`config.mk`:
```
export PLATFORM = sky130hd
export DESIGN_NAME = i2c_arbiter
export DESIGN_NICKNAME = d
export VERILOG_FILES = /design/src/rtl/i2c_pkg.sv /design/src/rtl/rr_arb2.sv /design/src/rtl/i2c_arbiter.sv
export SDC_FILE = /design/constraint.sdc
export NUM_CORES = 1
export LEC_CHECK = 0
export CORE_MARGIN = 3
export CORE_UTILIZATION = 49
export DETAILED_ROUTE_END_ITERATION = 8
export PLACE_DENSITY_LB_ADDON = 0.1
export RECOVER_POWER = 50
export SLEW_MARGIN = 20
export SYNTH_ARGS = -nofsm -noshare
export SYNTH_HDL_FRONTEND = slang
export SYNTH_SLANG_ARGS = --single-unit
```
`constraint.sdc`:
```
create_clock -name CLK_100MHz -period 2.6 [get_ports CLK_100MHz]
set_input_delay 0.52 -clock CLK_100MHz [delete_from_list [all_inputs] [get_ports CLK_100MHz]]
set_output_delay 0.52 -clock CLK_100MHz [all_outputs]
set_load 0.05 [all_outputs]
```
`src/rtl/i2c_pkg.sv`:
```
// Shared definitions for the two-requester I2C arbiter: requester count and
// FSM state encodings.
package i2c_pkg;

  localparam int unsigned NREQ = 2;

  typedef enum logic [1:0] {
    ST_IDLE  = 2'd0,
    ST_ISSUE = 2'd1,
    ST_WAIT  = 2'd2,
    ST_DONE  = 2'd3
  } state_e;

endpackage

```
`src/rtl/rr_arb2.sv`:
```
// Two-way round-robin selector: a lone request always wins, and on a tie the
// requester that was not served last wins.
module rr_arb2
  import i2c_pkg::*;
(
  input  logic [NREQ-1:0] req,
  input  logic            last,
  output logic [NREQ-1:0] grant
);

  always_comb begin
    grant = req;
    if (req == 2'b11) begin
      grant = last ? 2'b01 : 2'b10;
    end
  end

endmodule

```
`src/rtl/i2c_arbiter.sv`:
```
// Shares one byte-level I2C master between two requesters, handing out one
// transaction at a time with round-robin fairness and a transaction timeout.
module i2c_arbiter
  import i2c_pkg::*;
#(
  parameter int unsigned TIMEOUT = 500000,
  parameter int unsigned TO_W    = 20
) (
  input  logic            CLK_100MHz,
  input  logic            rst,
  input  logic [NREQ-1:0] req,
  input  logic [13:0]     req_addr,
  input  logic [NREQ-1:0] req_rw,
  input  logic [15:0]     req_wdata,
  output logic [NREQ-1:0] grant,
  output logic [NREQ-1:0] done,
  output logic [7:0]      rdata,
  output logic            err,
  output logic            busy,
  output logic [6:0]      m_addr,
  output logic [7:0]      m_data_in,
  output logic            m_rw,
  output logic            m_enable,
  input  logic [7:0]      m_data_out,
  input  logic            m_ready
);

  localparam logic [TO_W-1:0] TMR_LAST = TO_W'(TIMEOUT - 1);
  localparam logic [TO_W-1:0] TMR_ONE  = TO_W'(1);

  state_e            state_q, state_d;
  logic [NREQ-1:0]   grant_q, grant_d;
  logic [NREQ-1:0]   done_q, done_d;
  logic [7:0]        rdata_q, rdata_d;
  logic              err_q, err_d;
  logic              busy_q;
  logic [6:0]        m_addr_q, m_addr_d;
  logic [7:0]        m_data_q, m_data_d;
  logic              m_rw_q, m_rw_d;
  logic              m_en_q, m_en_d;
  logic [TO_W-1:0]   timer_q, timer_d;
  logic              last_q, last_d;

  logic [NREQ-1:0]   arb_grant;
  logic              win;

  rr_arb2 u_rr_arb2 (
    .req   (req),
    .last  (last_q),
    .grant (arb_grant)
  );

  assign win = arb_grant[1];

  always_comb begin
    state_d  = state_q;
    grant_d  = grant_q;
    done_d   = done_q;
    rdata_d  = rdata_q;
    err_d    = err_q;
    m_addr_d = m_addr_q;
    m_data_d = m_data_q;
    m_rw_d   = m_rw_q;
    m_en_d   = m_en_q;
    timer_d  = timer_q;
    last_d   = last_q;

    unique case (state_q)
      ST_IDLE: begin
        if ((|req) && m_ready) begin
          grant_d  = arb_grant;
          m_addr_d = win ? req_addr[13:7]  : req_addr[6:0];
          m_data_d = win ? req_wdata[15:8] : req_wdata[7:0];
          m_rw_d   = win ? req_rw[1]       : req_rw[0];
          m_en_d   = 1'b1;
          timer_d  = '0;
          state_d  = ST_ISSUE;
        end
      end
      ST_ISSUE: begin
        timer_d = timer_q + TMR_ONE;
        // The timeout wins over any m_ready activity in the same cycle.
        if (timer_q == TMR_LAST) begin
          m_en_d  = 1'b0;
          err_d   = 1'b1;
          done_d  = grant_q;
          state_d = ST_DONE;
        end else if (!m_ready) begin
          m_en_d  = 1'b0;
          state_d = ST_WAIT;
        end
      end
      ST_WAIT: begin
        timer_d = timer_q + TMR_ONE;
        if (timer_q == TMR_LAST) begin
          m_en_d  = 1'b0;
          err_d   = 1'b1;
          done_d  = grant_q;
          state_d = ST_DONE;
        end else if (m_ready) begin
          if (m_rw_q) begin
            rdata_d = m_data_out;
          end
          err_d   = 1'b0;
          done_d  = grant_q;
          state_d = ST_DONE;
        end
      end
      ST_DONE: begin
        done_d  = '0;
        grant_d = '0;
        last_d  = grant_q[1];
        state_d = ST_IDLE;
      end
      default: state_d = ST_IDLE;
    endcase
  end

  always_ff @(posedge CLK_100MHz or posedge rst) begin
    if (rst) begin
      state_q  <= ST_IDLE;
      grant_q  <= '0;
      done_q   <= '0;
      rdata_q  <= '0;
      err_q    <= 1'b0;
      busy_q   <= 1'b0;
      m_addr_q <= '0;
      m_data_q <= '0;
      m_rw_q   <= 1'b0;
      m_en_q   <= 1'b0;
      timer_q  <= '0;
      last_q   <= 1'b1;
    end else begin
      state_q  <= state_d;
      grant_q  <= grant_d;
      done_q   <= done_d;
      rdata_q  <= rdata_d;
      err_q    <= err_d;
      busy_q   <= (state_d != ST_IDLE);
      m_addr_q <= m_addr_d;
      m_data_q <= m_data_d;
      m_rw_q   <= m_rw_d;
      m_en_q   <= m_en_d;
      timer_q  <= timer_d;
      last_q   <= last_d;
    end
  end

  assign grant     = grant_q;
  assign done      = done_q;
  assign rdata     = rdata_q;
  assign err       = err_q;
  assign busy      = busy_q;
  assign m_addr    = m_addr_q;
  assign m_data_in = m_data_q;
  assign m_rw      = m_rw_q;
  assign m_enable  = m_en_q;

endmodule

```
==> results.ini <==
[status]
status=complete, no violations

[placement]
gp_congestion=0.862
dpl.hpwl_mm=5.29
port_buffers=75

[pwr]
powerDensity_nw_per_um2=1080
p_sw_mw=1.94
leakagePower_nw=1.68
switching_share_pct=46.4
p_comb_share_pct=55.8
clkPwrFrac_pct=13.6
finalPower_mw=4.19
p_int_mw=2.24
ir_drop_mv=0.671
seqPwrFrac_pct=30.6

[critical_path]
required_ns=2.83
crit_path_end_kind=flip-flop
arrival_ns=2.64
slowest_delay_ns=0.57
worst-path-max-fanout=11
critPathBufInv=1
cp_cell_sequence=inv_1 -> ha_1 -> o211a_1 -> o21ai_1 -> or4_1 -> a21oi_1
cp_top_family=compound AO/OA/AOI/OAI gates
worstSetupPathType=flip-flop to flip-flop
start_kind=flip-flop
crit_path_top_delay_cell=or4_1

[synth]
synth_top_area_cell=dfrtp_1
synth_cell_types=56
synth_area_per_cell_sq_um=9.89
synth_nets=351
synth_top_area_share_pct=44.5
synthFlopType=dfrtp_1
ys.warnings.count=0
ys_seq_area_share_pct=45.4
async_flop_share_pct=100
yosysMostFrequentCell=dfrtp_1
synthCells=301
synth_commonest_cells=dfrtp_1 (53), nand2_1 (38), o21ai_0 (33), mux2i_1 (18), a21oi_1 (17)
netlist_area_sq_um=2980
synth-edff-count=0
synth_area_leaders=dfrtp_1 (45%), mux2i_1 (6.1%), o21ai_0 (5.5%)
yosys_register_bits=54

[clock_tree]
clk_latency_ns=0.31
cts.htree.levels=2
cts_tree=yes
clock_path_buffers=2
cts_made_buffers=5
cts_hold_buf=0
cts_setup_buffers=0
cts-root-buf=clkbuf_8
cts_resized=0
cts_sinks=54
clkTransAtPathRegs_ns=0.10

[hold_path]
hp-class=flip-flop to flip-flop

[global_routing]
grt_pass1_vias=2552
grt_max_degree=33
grt_pass1_wl_mm=12.1
grt_remaining_overflow=0
grtUsageTotal_pct=20.7
antenna_found_initial=0

[drt]
viasPerCell=5.69
wl_met3_microns=613
dr_wl_met2_mm=3.31
firstDrtPassIters=4
routed.top_layer=met4
wl_met1_mm=3.07
drtIter0Drc=158
routed_wl_mm=7.05
wire_per_inst_microns=15.6
num_vias=2565
route.detailed.drc=0
ant_nets=0

[final_layout]
area_delta_synth_final_pct=30.6
layout-drive-gt1-share_pct=9.76
n_antenna_cell=0
fin_nets=428
post-route-util_pct=68.5

[timing]
finalSetupTns_ns=0
rsz0062_at_grt=no
setup_viol=0
slew_headroom_pct=25.5
hold_viol=0
hold-worst-slack_ns=0.486
max_freq_mhz=415
worst_pin_slew_ns=1.12
min_period_ns=2.41
clock_skew_ns=0.00396
period_share_pct=92.6
timing.final.max_slew_violations=0

[die]
io_pins=76
fp.dieW_microns=84.0
dieArea_sq_um=7050
core_sq_um=5680
row_count=27
start_util_pct=52.5
die_height_microns=84.0

[flow_run]
maxCapViolCount=0

final cells by class:
type | count | area (sq um)
Clock buffer | 6 | 72.6
Clock inverter | 2 | 37.5
Fill cell | 474 | 1790
Inverter | 8 | 30.0
Multi-Input combinational cell | 222 | 1490
Sequential cell | 54 | 1350
Tap cell | 72 | 90.1
Timing Repair Buffer | 87 | 820
kinds of logic after synthesis:
group | count (synthesis) | synth area share, %
AOI/OAI and AO/OA | 84 | 17.7
DFF | 54 | 45.4
and+or+nand+nor | 102 | 18.4
adders and majority gates | 5 | 2.10
buffers and inverters | 25 | 4.79
xor gates and xnor gates | 4 | 1.18
muxes | 27 | 10.5
layer usage:
metal  track usage [%]  up-vias
met1              27.1     1207
met2              33.8       93
met4              4.09        0
met3              6.71        6
met5                 0        -
li1                  -     1259
metrics by stage:
| stage | worst slack (ns) | area [sq um] | instances |
|---|---|---|---|
| 6_report | 0.191 | 3890 | 451 |
| 2_1_floorplan | 0.555 | 2980 | 301 |
| 4_1_cts | 0.242 | 3910 | 451 |
| 5_1_grt | 0.0295 | 3890 | 451 |
| 3_5_place_dp | 0.0980 | 3800 | 443 |
| 3_3_place_gp | 0.154 | 3800 | 443 |
registers in the layout, summed over array words and instances (netlist names), 2 cells and up:
register	cells
m_addr	7
done	2
rdata	8
timer_q	20
state_q	2
m_data_in	8
grant	2
worst register-to-register path: stages, from the launching register on:
cell and delay, ns:
dfrtp_1 0.43, inv_1 0.17, ha_1 0.32, o211a_1 0.36, o21ai_1 0.30, or4_1 0.57
a21oi_1 0.18
worst paths after layout:
path	from	to	slack (ns)	cells after the start
worst max-delay path	state_q[1]	timer_q[13]	0.19	6
worst min-delay path	m_data_in[0]	m_data_in[0]	0.49	2
worst max register to register	state_q[1]	timer_q[13]	0.19	6
worst min register to register	m_data_in[0]	m_data_in[0]	0.49	2
max in group asynchronous	rst	timer_q[17]	0.59	3
min in group asynchronous	rst	m_data_in[0]	0.93	2
cells in the final DEF (no fill, tap or decap), types with 5 or more instances in the layout:
cell type and count:
ha_1 5, o211ai_1 8, buf_4 6, mux2_4 8, o21ai_0 33, clkdlybuf4s50_1 74, inv_1 8, a21oi_1 17
clkbuf_8 5, nand2_1 38, nand3_1 8, or4_1 6, clkbuf_1 6, nor2_1 15, mux2i_1 18, dfrtp_1 53
power by group through the flow:
stage               Clock, mW  Combinational (mW)  Sequential, mW
floorplan                   0               0.872            2.01
global placement            0                2.31            1.29
detailed placement          0                2.35            1.30
CTS                     0.577                2.36            1.28
global route            0.611                2.52            1.32
finish                  0.569                2.33            1.28
Note: power is estimated with default switching activity, not from simulation.
